[src/rtl/hazard_scheduler_pkg.sv]
// Shared types and constants for the hazard scheduler: result classes,
// forward-select codes and the shadow pipeline entry.
package hazard_scheduler_pkg;

  typedef enum logic [1:0] {
    RES_NW  = 2'b00,
    RES_ALU = 2'b01,
    RES_DM  = 2'b10,
    RES_PC  = 2'b11
  } res_e;

  localparam logic [1:0] TUSE_NONE = 2'd3;

  localparam logic [2:0] FWD_E_RF    = 3'd0;
  localparam logic [2:0] FWD_E_W_PC  = 3'd1;
  localparam logic [2:0] FWD_E_W_DM  = 3'd2;
  localparam logic [2:0] FWD_E_W_ALU = 3'd3;
  localparam logic [2:0] FWD_E_M_PC  = 3'd4;
  localparam logic [2:0] FWD_E_M_ALU = 3'd5;

  localparam logic [1:0] FWD_D_NONE  = 2'd0;
  localparam logic [1:0] FWD_D_E_PC  = 2'd1;
  localparam logic [1:0] FWD_D_M_ALU = 2'd2;
  localparam logic [1:0] FWD_D_M_PC  = 2'd3;

  typedef struct packed {
    logic [4:0] a3;
    res_e       res;
    logic [1:0] tnew;
  } shadow_t;

  localparam shadow_t BUBBLE = '{a3: 5'd0, res: RES_NW, tnew: 2'd0};

  // Cycles, counted from E entry, until the result exists in the pipeline.
  function automatic logic [1:0] tnewOf(input res_e r);
    case (r)
      RES_ALU: tnewOf = 2'd1;
      RES_DM:  tnewOf = 2'd2;
      default: tnewOf = 2'd0;
    endcase
  endfunction

  function automatic shadow_t ageEntry(input shadow_t s);
    ageEntry = s;
    if (s.tnew != 2'd0) ageEntry.tnew = s.tnew - 2'd1;
  endfunction

endpackage

[src/rtl/hazard_scheduler_if.sv]
// D-stage instruction info into the scheduler, stall/forward controls back out.
interface hazard_scheduler_if;
  logic [4:0] A1_D;
  logic [4:0] A2_D;
  logic [1:0] Tuse_rs_D;
  logic [1:0] Tuse_rt_D;
  logic [4:0] A3_D;
  logic [1:0] Res_D;
  logic       md_start_D;
  logic       md_is_div_D;
  logic       md_use_D;
  logic       stall;
  logic       md_busy;
  logic [2:0] FRS_E;
  logic [2:0] FRT_E;
  logic [1:0] FRS_D;
  logic [1:0] FRT_D;

  modport master (
    output A1_D, A2_D, Tuse_rs_D, Tuse_rt_D, A3_D, Res_D,
           md_start_D, md_is_div_D, md_use_D,
    input  stall, md_busy, FRS_E, FRT_E, FRS_D, FRT_D
  );

  modport slave (
    input  A1_D, A2_D, Tuse_rs_D, Tuse_rt_D, A3_D, Res_D,
           md_start_D, md_is_div_D, md_use_D,
    output stall, md_busy, FRS_E, FRT_E, FRS_D, FRT_D
  );
endinterface

[src/rtl/hazard_scheduler_md_busy_counter.sv]
// Busy counter for the multi-cycle mult/div unit; busy covers the start
// sitting in E as well as the loaded count.
module md_busy_counter #(
  parameter int MULT_CYCLES = 5,
  parameter int DIV_CYCLES  = 10
) (
  input  logic clk,
  input  logic rst_n,
  input  logic start_i,
  input  logic isDiv_i,
  output logic busy_o
);

  localparam int MaxCycles = (MULT_CYCLES > DIV_CYCLES) ? MULT_CYCLES : DIV_CYCLES;
  localparam int CntW      = $clog2(MaxCycles + 1);
  localparam logic [CntW-1:0] MultLoad = CntW'(MULT_CYCLES);
  localparam logic [CntW-1:0] DivLoad  = CntW'(DIV_CYCLES);

  logic [CntW-1:0] cnt_q, cnt_d;
  logic            pending_q;

  always_comb begin
    cnt_d = cnt_q;
    if (start_i)
      cnt_d = isDiv_i ? DivLoad : MultLoad;
    else if (cnt_q != '0)
      cnt_d = cnt_q - CntW'(1);
  end

  always_ff @(posedge clk or negedge rst_n) begin
    if (!rst_n) begin
      cnt_q     <= '0;
      pending_q <= 1'b0;
    end else begin
      cnt_q     <= cnt_d;
      pending_q <= start_i;
    end
  end

  assign busy_o = (cnt_q != '0) | pending_q;

endmodule

[src/rtl/hazard_scheduler.sv]
// Central hazard controller: shadow E/M/W pipeline of destination, class and
// Tnew, producing the stall request and the E/D-stage forward selects.
module hazard_scheduler
  import hazard_scheduler_pkg::*;
#(
  parameter int MULT_CYCLES = 5,
  parameter int DIV_CYCLES  = 10
) (
  input logic               clk,
  input logic               rst_n,
  hazard_scheduler_if.slave hz
);

  shadow_t    eEntry_q, mEntry_q, wEntry_q, eEntry_d;
  logic [4:0] rsE_q, rtE_q, rsE_d, rtE_d;
  logic       regStall, stall, mdBusy, mdStart;
  res_e       resD;

  function automatic logic srcHazard(input logic [4:0] idx, input logic [1:0] tuse,
                                     input shadow_t e, input shadow_t m);
    srcHazard = (idx != 5'd0) && (tuse != TUSE_NONE) &&
                (((e.a3 == idx) && (e.tnew > tuse)) || ((m.a3 == idx) && (m.tnew > tuse)));
  endfunction

  // An M-stage load has Tnew 1 here, so it falls through to W.
  function automatic logic [2:0] fwdE(input logic [4:0] idx, input shadow_t m, input shadow_t w);
    fwdE = FWD_E_RF;
    if (idx != 5'd0) begin
      if (m.a3 == idx && m.tnew == 2'd0 && m.res == RES_ALU)      fwdE = FWD_E_M_ALU;
      else if (m.a3 == idx && m.tnew == 2'd0 && m.res == RES_PC)  fwdE = FWD_E_M_PC;
      else if (w.a3 == idx && w.tnew == 2'd0 && w.res == RES_ALU) fwdE = FWD_E_W_ALU;
      else if (w.a3 == idx && w.tnew == 2'd0 && w.res == RES_DM)  fwdE = FWD_E_W_DM;
      else if (w.a3 == idx && w.tnew == 2'd0 && w.res == RES_PC)  fwdE = FWD_E_W_PC;
    end
  endfunction

  function automatic logic [1:0] fwdD(input logic [4:0] idx, input shadow_t e, input shadow_t m);
    fwdD = FWD_D_NONE;
    if (idx != 5'd0) begin
      if (e.a3 == idx && e.res == RES_PC)       fwdD = FWD_D_E_PC;
      else if (m.a3 == idx && m.res == RES_ALU) fwdD = FWD_D_M_ALU;
      else if (m.a3 == idx && m.res == RES_PC)  fwdD = FWD_D_M_PC;
    end
  endfunction

  always_comb begin
    resD     = res_e'(hz.Res_D);
    regStall = srcHazard(hz.A1_D, hz.Tuse_rs_D, eEntry_q, mEntry_q) |
               srcHazard(hz.A2_D, hz.Tuse_rt_D, eEntry_q, mEntry_q);
    stall    = regStall | (hz.md_use_D & mdBusy);
    mdStart  = hz.md_start_D & ~stall;
    eEntry_d = stall ? BUBBLE : '{a3: hz.A3_D, res: resD, tnew: tnewOf(resD)};
    rsE_d    = stall ? 5'd0 : hz.A1_D;
    rtE_d    = stall ? 5'd0 : hz.A2_D;
  end

  always_ff @(posedge clk or negedge rst_n) begin
    if (!rst_n) begin
      eEntry_q <= BUBBLE;
      mEntry_q <= BUBBLE;
      wEntry_q <= BUBBLE;
      rsE_q    <= 5'd0;
      rtE_q    <= 5'd0;
    end else begin
      eEntry_q <= eEntry_d;
      mEntry_q <= ageEntry(eEntry_q);
      wEntry_q <= ageEntry(mEntry_q);
      rsE_q    <= rsE_d;
      rtE_q    <= rtE_d;
    end
  end

  md_busy_counter #(
    .MULT_CYCLES(MULT_CYCLES),
    .DIV_CYCLES (DIV_CYCLES)
  ) u_mdCounter (
    .clk    (clk),
    .rst_n  (rst_n),
    .start_i(mdStart),
    .isDiv_i(hz.md_is_div_D),
    .busy_o (mdBusy)
  );

  assign hz.stall   = stall;
  assign hz.md_busy = mdBusy;
  assign hz.FRS_E   = fwdE(rsE_q, mEntry_q, wEntry_q);
  assign hz.FRT_E   = fwdE(rtE_q, mEntry_q, wEntry_q);
  assign hz.FRS_D   = fwdD(hz.A1_D, eEntry_q, mEntry_q);
  assign hz.FRT_D   = fwdD(hz.A2_D, eEntry_q, mEntry_q);

endmodule
[src/flat_wrapper.sv]
// flat-port wrapper written by rule: the top's interface ports become plain ports
module hazard_scheduler_flat import hazard_scheduler_pkg::*;
#(
  parameter int MULT_CYCLES = 5,
  parameter int DIV_CYCLES  = 10
)
  (clk, rst_n, hz_A1_D, hz_A2_D, hz_Tuse_rs_D, hz_Tuse_rt_D, hz_A3_D, hz_Res_D, hz_md_start_D, hz_md_is_div_D, hz_md_use_D, hz_stall, hz_md_busy, hz_FRS_E, hz_FRT_E, hz_FRS_D, hz_FRT_D);
  hazard_scheduler_if hz_i ();
  input logic clk;
  input logic rst_n;
  input wire logic [$bits(hz_i.A1_D)-1:0] hz_A1_D;
  input wire logic [$bits(hz_i.A2_D)-1:0] hz_A2_D;
  input wire logic [$bits(hz_i.Tuse_rs_D)-1:0] hz_Tuse_rs_D;
  input wire logic [$bits(hz_i.Tuse_rt_D)-1:0] hz_Tuse_rt_D;
  input wire logic [$bits(hz_i.A3_D)-1:0] hz_A3_D;
  input wire logic [$bits(hz_i.Res_D)-1:0] hz_Res_D;
  input wire logic [$bits(hz_i.md_start_D)-1:0] hz_md_start_D;
  input wire logic [$bits(hz_i.md_is_div_D)-1:0] hz_md_is_div_D;
  input wire logic [$bits(hz_i.md_use_D)-1:0] hz_md_use_D;
  output wire logic [$bits(hz_i.stall)-1:0] hz_stall;
  output wire logic [$bits(hz_i.md_busy)-1:0] hz_md_busy;
  output wire logic [$bits(hz_i.FRS_E)-1:0] hz_FRS_E;
  output wire logic [$bits(hz_i.FRT_E)-1:0] hz_FRT_E;
  output wire logic [$bits(hz_i.FRS_D)-1:0] hz_FRS_D;
  output wire logic [$bits(hz_i.FRT_D)-1:0] hz_FRT_D;
  assign hz_i.A1_D = hz_A1_D;
  assign hz_i.A2_D = hz_A2_D;
  assign hz_i.Tuse_rs_D = hz_Tuse_rs_D;
  assign hz_i.Tuse_rt_D = hz_Tuse_rt_D;
  assign hz_i.A3_D = hz_A3_D;
  assign hz_i.Res_D = hz_Res_D;
  assign hz_i.md_start_D = hz_md_start_D;
  assign hz_i.md_is_div_D = hz_md_is_div_D;
  assign hz_i.md_use_D = hz_md_use_D;
  assign hz_stall = hz_i.stall;
  assign hz_md_busy = hz_i.md_busy;
  assign hz_FRS_E = hz_i.FRS_E;
  assign hz_FRT_E = hz_i.FRT_E;
  assign hz_FRS_D = hz_i.FRS_D;
  assign hz_FRT_D = hz_i.FRT_D;
  hazard_scheduler #(.MULT_CYCLES(MULT_CYCLES), .DIV_CYCLES(DIV_CYCLES)) u_core (.clk(clk), .rst_n(rst_n), .hz(hz_i));
endmodule
[config.mk]
export PLATFORM = sky130hd
export DESIGN_NAME = hazard_scheduler_flat
export DESIGN_NICKNAME = d
export VERILOG_FILES = /design/src/rtl/hazard_scheduler_pkg.sv /design/src/rtl/hazard_scheduler_if.sv /design/src/rtl/hazard_scheduler_md_busy_counter.sv /design/src/rtl/hazard_scheduler.sv /design/src/flat_wrapper.sv
export SDC_FILE = /design/constraint.sdc
export NUM_CORES = 1
export LEC_CHECK = 0
export CELL_PAD_IN_SITES_DETAIL_PLACEMENT = 0
export CELL_PAD_IN_SITES_GLOBAL_PLACEMENT = 1
export CORE_MARGIN = 4
export CORE_UTILIZATION = 46
export CTS_CLUSTER_DIAMETER = 100
export CTS_CLUSTER_SIZE = 25
export DETAILED_ROUTE_END_ITERATION = 16
export PLACE_DENSITY_LB_ADDON = 0.1
export SYNTH_ARGS = -nofsm -noshare
export SYNTH_HDL_FRONTEND = slang
export SYNTH_HIERARCHICAL = 1
export SYNTH_SLANG_ARGS = --single-unit
[constraint.sdc]
create_clock -name clk -period 4.55 [get_ports clk]
set_input_delay 0.6825 -clock clk [delete_from_list [all_inputs] [get_ports clk]]
set_output_delay 0.6825 -clock clk [all_outputs]
set_load 0.005 [all_outputs]
# ---- Word level (Yosys, flattened, before mapping)
# Index checks and enable logic that the tools add are counted.
dict set report totals {
  register_bits 42
  in_bits 26
}
dict set report op_classes {
  addsub 3
  n_lt_le_gt_ge 4
  n_eq_ne 18
  n_mux 29
  bitwise 6
  reduce_logical 40
}
# cell count
set op_table {}
lappend op_table {{5-bit == test} 8}
lappend op_table {{3-bit 2-to-1 mux} 10}
lappend op_table {{1-bit logical AND} 28}
lappend op_table {{2-bit 2-to-1 mux} 10}
lappend op_table {{5-bit nonzero test} 4}
lappend op_table {{4-bit 2-to-1 mux} 3}
lappend op_table {{2-bit == test (second input constant)} 5}
lappend op_table {{5-bit 2-to-1 mux} 2}
lappend op_table {{9-bit 2-to-1 mux} 1}
lappend op_table {{2-bit > comparator} 4}
lappend op_table {{2-bit by 1-bit == test with 1-bit output (second input constant)} 3}
lappend op_table {{2-bit nonzero test} 3}
lappend op_table {{2-bit logical NOT} 2}
lappend op_table {{2-bit inequality test (second input constant)} 2}
lappend op_table {{2-bit one-hot mux with 2 select lines} 1}
lappend op_table {{4-bit nonzero test} 1}
lappend op_table {{2-bit by 1-bit subtractor with 2-bit output (second input constant)} 2}
lappend op_table {{4-bit by 1-bit subtractor with 4-bit output (second input constant)} 1}
lappend op_table {{1-bit OR} 3}
lappend op_table {{1-bit bitwise AND} 2}
lappend op_table {{1-bit logical OR} 2}
lappend op_table {{1-bit 2-to-1 mux} 2}
lappend op_table {{1-bit inverter} 1}

# ---- Logic depth before layout (Yosys ltp)
dict set report logic_depth {
  ltp_word 9
  depth_mapped 10
  depth_no_buf 9
}

# ---- Hierarchy
# The synthesis kept the hierarchy.
# mod n_inst cells_per_inst area_each_um2 seq_area_each_um2
set by_module_without_submodules {}
lappend by_module_without_submodules {hazard_scheduler 1 190 2172.1 925.9}
lappend by_module_without_submodules {md_busy_counter 1 22 265.3 125.1}

# ---- Worst setup path after synthesis
# No wires, ideal clock.
dict set report synth_timing {
  path_kind {input -> output}
  startpoint {input port hz_A1_D[1]}
  endpoint {output port hz_stall}
  t_arrival_ns 2.025
  required_ns 3.868
  slack_ns 1.842
  stages 5
  n_path_buf 0
  cell_sequence {or4_1 nor2_2 a21oi_1 a32o_2 or3_1}
}
dict set report synth_between {
  elab_chain_len 6
  word_cells_on_any_way 10
  classes_between {eq/ne: 2; bitwise: 2; reduce/logical: 6}
}
# element line_no
set synth_lines {}
lappend synth_lines {{start: declaration} flat_wrapper.sv:11} ;# input wire logic [$bits(hz_i.A1_D)-1:0] hz_A1_D;
lappend synth_lines {{5-bit == test} hazard_scheduler.sv:22} ;# (((e.a3 == idx) && (e.tnew > tuse)) || ((m.a3 == idx) && (m.tnew > tuse)));
lappend synth_lines {{1-bit logical AND} hazard_scheduler.sv:22}
lappend synth_lines {{1-bit logical OR} hazard_scheduler.sv:22}
lappend synth_lines {{1-bit logical AND (*)} hazard_scheduler.sv:21} ;# srcHazard = (idx != 5'd0) && (tuse != TUSE_NONE) &&
lappend synth_lines {{1-bit OR (*)} hazard_scheduler.sv:48} ;# regStall = srcHazard(hz.A1_D, hz.Tuse_rs_D, eEntry_q, mEntry_q) |
lappend synth_lines {{1-bit OR (*)} hazard_scheduler.sv:50} ;# stall = regStall | (hz.md_use_D & mdBusy);
lappend synth_lines {{end: declaration} flat_wrapper.sv:20} ;# output wire logic [$bits(hz_i.stall)-1:0] hz_stall;
# Every way passes the cells marked *; elsewhere a longest branch is shown, timed or not.

# ---- Final worst setup path
# Same ends and word-level chain as after synthesis.

==> run_results.csv <==
group,metric,value,unit
run_status,status,"finished, final reports clean",
critical_path,reg2reg_depth,9,
critical_path,critPathMaxFanout,4,
routing,avgRoutedWirePerCell,15.8,microns
floorplan,die_area,6530,sq um
synth,synth-seq-cells,42,
clocking,numCtsBuffers,5,
floorplan,coreArea,5110,sq um
clocking,cts_resized,0,
final_layout,nets,289,
grt,grt_max_degree,43,
grt,grt_pass1_vias,1783,
final_layout,multi_input_area,1320,sq um
final_layout,seq_area,1050,sq um
synth,syn_area_per_cell,11.5,sq um
floorplan,ioPinCount,38,
power_and_ir_drop,leakage,1.26,nW
clocking,clock_latency,0.29,ns
critical_path,cp.arrival,3.06,ns
sta,period_share,0.823,
critical_path,cp-startpoint,"hz_A1_D[1]",
power_and_ir_drop,peakVddDrop,0.222,mV
synth,synth-main-ff-cell,"dfrtp_1",
power_and_ir_drop,power_density,368,nW/um^2
routing,vias_per_cell,5.27,
sta,finalMaxSlewViolations,0,
final_layout,post-route-util,0.591,
sta,maxSlewHeadroom,0.406,
critical_path,crit_top_cell,"clkdlybuf4s50_1",
critical_path,crit_end,"hz_stall",
place,gp_congestion,0.829,
critical_path,r2r-start,"u_core/u_mdCounter/cnt_q[0]",
floorplan,rows,26,
critical_path,ff2ff_setup_slack,1.79,ns
clocking,cts.sinks,42,
flow_run,maxCapViolCount,0,
critical_path,startpoint_type,"input port",
final_layout,final_cell_mix,"dfrtp_1, clkdlybuf4s50_1, xnor2_1",
place,dpl.cell_count,316,
sta,rsz0062_at_grt,"false",
synth,syn_nets,248,
critical_path,timing.critical_path.buf_inv,2,
synth,synth-edff-count,0,
grt,grt_pass1_wl,8740,microns
routing,drt_iter0_markers,45,
min_path,hold_path_class,"reg -> reg",
clocking,cts_hold_buffers,0,
sta,fmaxAchievable,267,MHz
floorplan,die_x,80.8,microns
routing,drcViolationCount,0,
critical_path,setup.worst_path.class,"in -> out",
critical_path,end_kind,"output port",
clocking,cts_max_path_buffers,2,
final_layout,areaGrowthSynthToFinish,23.9,%
final_layout,drive_gt1_frac,0.154,
synth,yosysSeqAreaShare,0.431,
critical_path,path_depth,7,
clocking,htree_num_levels,2,
critical_path,cp_slowest_stage_delay,0.58,ns
floorplan,die-height,80.8,microns
sta,fin_tns_setup,0,ns
routing,final_antenna_net_count,0,
routing,dr.pass1.iters,4,
critical_path,cp_slowest_cell,"or4_1",
synth,syn_inst,212,
place,placed_cell_area,2880,sq um
grt,antenna_found_initial,0,
grt,overflow,0,
sta,setup_viol,0,
critical_path,cp_top_family,"simple AND/OR/NAND/NOR gates",
sta,final.min_clock_period,3.74,ns
synth,yosysWarnings,6,
routing,routed_wl,5130,microns
final_layout,mostFrequentLayoutCell,"dfrtp_1",
critical_path,reg2reg_to,"u_core/u_mdCounter/cnt_q[1]",
synth,synth_cell_types,41,
critical_path,crit_chain,"clkdlybuf4s50_1 -> or4_1 -> nor2_2 -> a21oi_1 -> a32o_2 -> or3_1 -> clkdlybuf4s50_1",
synth,async_flop_share,1.00,
critical_path,critPathRequiredTime,3.87,ns
power_and_ir_drop,power,1.11,mW
final_layout,fin_area,3020,sq um
synth,synth_top_cell_by_area,"dfrtp_1",
routing,vias,1707,
synth,syn_area,2440,sq um
clocking,cts_tree,"done",
sta,clock-skew-final,0.00861,ns
sta,worst_pin_slew,0.891,ns
place,dpl.hpwl,3900,microns
final_layout,antenna-diode-count,0,
clocking,clk_pin_slew,0.08,ns
floorplan,initial_core_util,0.477,
final_layout,final_cells,324,
final_layout,nFillCells,467,
clocking,cts-root-buf,"clkbuf_8",
synth,synthTopCellsByArea,"dfrtp_1, nor4b_2, xnor2_1",
sta,finalHoldViolCount,0,
clocking,post-cts-setup-buffer-count,0,
grt,grt_use_total,0.177,
place,io_buffers,37,
synth,synthDominantCellAreaShare,0.431,
## cells by family after synthesis
kind of cell	synth area share
multiplexers	0.00873
adder cells (fa/ha/maj)	0.0513
AO/OA/AOI/OAI	0.0601
flip-flops	0.431
buffers and inverters	0.0354
AND/OR/NAND/NOR	0.259
XOR/XNOR	0.155
## sequential cells by signal (all words and copies together), names as in the netlist
signal / flops
u_core/u_mdCounter/cnt_q: 4
u_core/wEntry_q: 9
u_core/mEntry_q: 9
u_core/rsE_q: 5
u_core/u_mdCounter/pending_q: 1
u_core/rtE_q: 5
u_core/eEntry_q: 9
## report_power, final
group | total, mW | internal, mW | switching [mW] | leakage (nW)
Combinational | 0.280 | 0.154 | 0.126 | 0.647
Sequential | 0.483 | 0.425 | 0.0588 | 0.540
Clock | 0.349 | 0.220 | 0.129 | 0.0683
Total | 1.11 | 0.798 | 0.315 | 1.26
## layout make-up
type / instances / area share
repair buffers: 40 / 0.128
clock inverters: 3 / 0.0228
well taps: 70 / 0.0290
multi-input cells: 154 / 0.437
inverters: 10 / 0.0124
clock buffers: 5 / 0.0228
flip-flops and latches: 42 / 0.348
## how the worst min path moves through the flow
stage / cells past startpoint / slack (ns) / start / end
6_report: 0 / 0.44 / u_core/eEntry_q[3] / u_core/mEntry_q[3]
5_1_grt: 0 / 0.46 / u_core/eEntry_q[2] / u_core/mEntry_q[2]
4_1_cts: 0 / 0.43 / u_core/eEntry_q[2] / u_core/mEntry_q[2]
3_5_place_dp: 0 / 0.40 / u_core/eEntry_q[2] / u_core/mEntry_q[2]
3_3_place_gp: 0 / 0.40 / u_core/eEntry_q[2] / u_core/mEntry_q[2]
2_1_floorplan: 0 / 0.37 / u_core/eEntry_q[3] / u_core/mEntry_q[3]
## through the flow
step	worst slack [ns]	hold slack, ns
after floorplan	1.84	0.373
after CTS	0.776	0.434
after global routing	0.676	0.459
final	0.806	0.440
after detailed placement	0.789	0.398
after global placement	0.824	0.405
## cells in the mapped netlist, types with 2 or more instances
| master | count |
|---|---|
| buf_6 | 3 |
| nand2b_1 | 3 |
| o21a_1 | 4 |
| inv_1 | 10 |
| or3_1 | 3 |
| nor3_1 | 10 |
| nor4_1 | 2 |
| dfrtp_1 | 42 |
| or4_1 | 3 |
| nand3_1 | 6 |
| nand4_1 | 3 |
| a22o_1 | 2 |
| nand2_1 | 7 |
| a21oi_1 | 8 |
| and2_1 | 2 |
| nor2_1 | 8 |
| ha_1 | 10 |
| xnor2_1 | 24 |
| nor4_2 | 2 |
| buf_2 | 3 |
| nor2b_1 | 2 |
| nor4b_2 | 18 |
| xor2_1 | 19 |
## per-layer routing
| layer | wire length, microns | track usage | share of wire | up-vias |
|---|---|---|---|---|
| li1 | - | - | - | 833 |
| met1 | 2340 | 0.241 | 0.46 | 839 |
| met2 | 2600 | 0.292 | 0.51 | 31 |
| met3 | 154 | 0.0333 | 0.030 | 4 |
| met4 | 36 | 0.0439 | 0.0070 | 0 |
| met5 | 0 | 0 | 0 | - |
## worst register-to-register path: cells and delay by family (launching register included)
family | cells | cell delay, ns
AO/OA/AOI/OAI | 2 | 0.39
flip-flops | 1 | 0.38
AND/OR/NAND/NOR | 4 | 1.35
adder cells (fa/ha/maj) | 1 | 0.20
buffers and inverters | 2 | 0.34
Power figures use the tool's default switching activity.
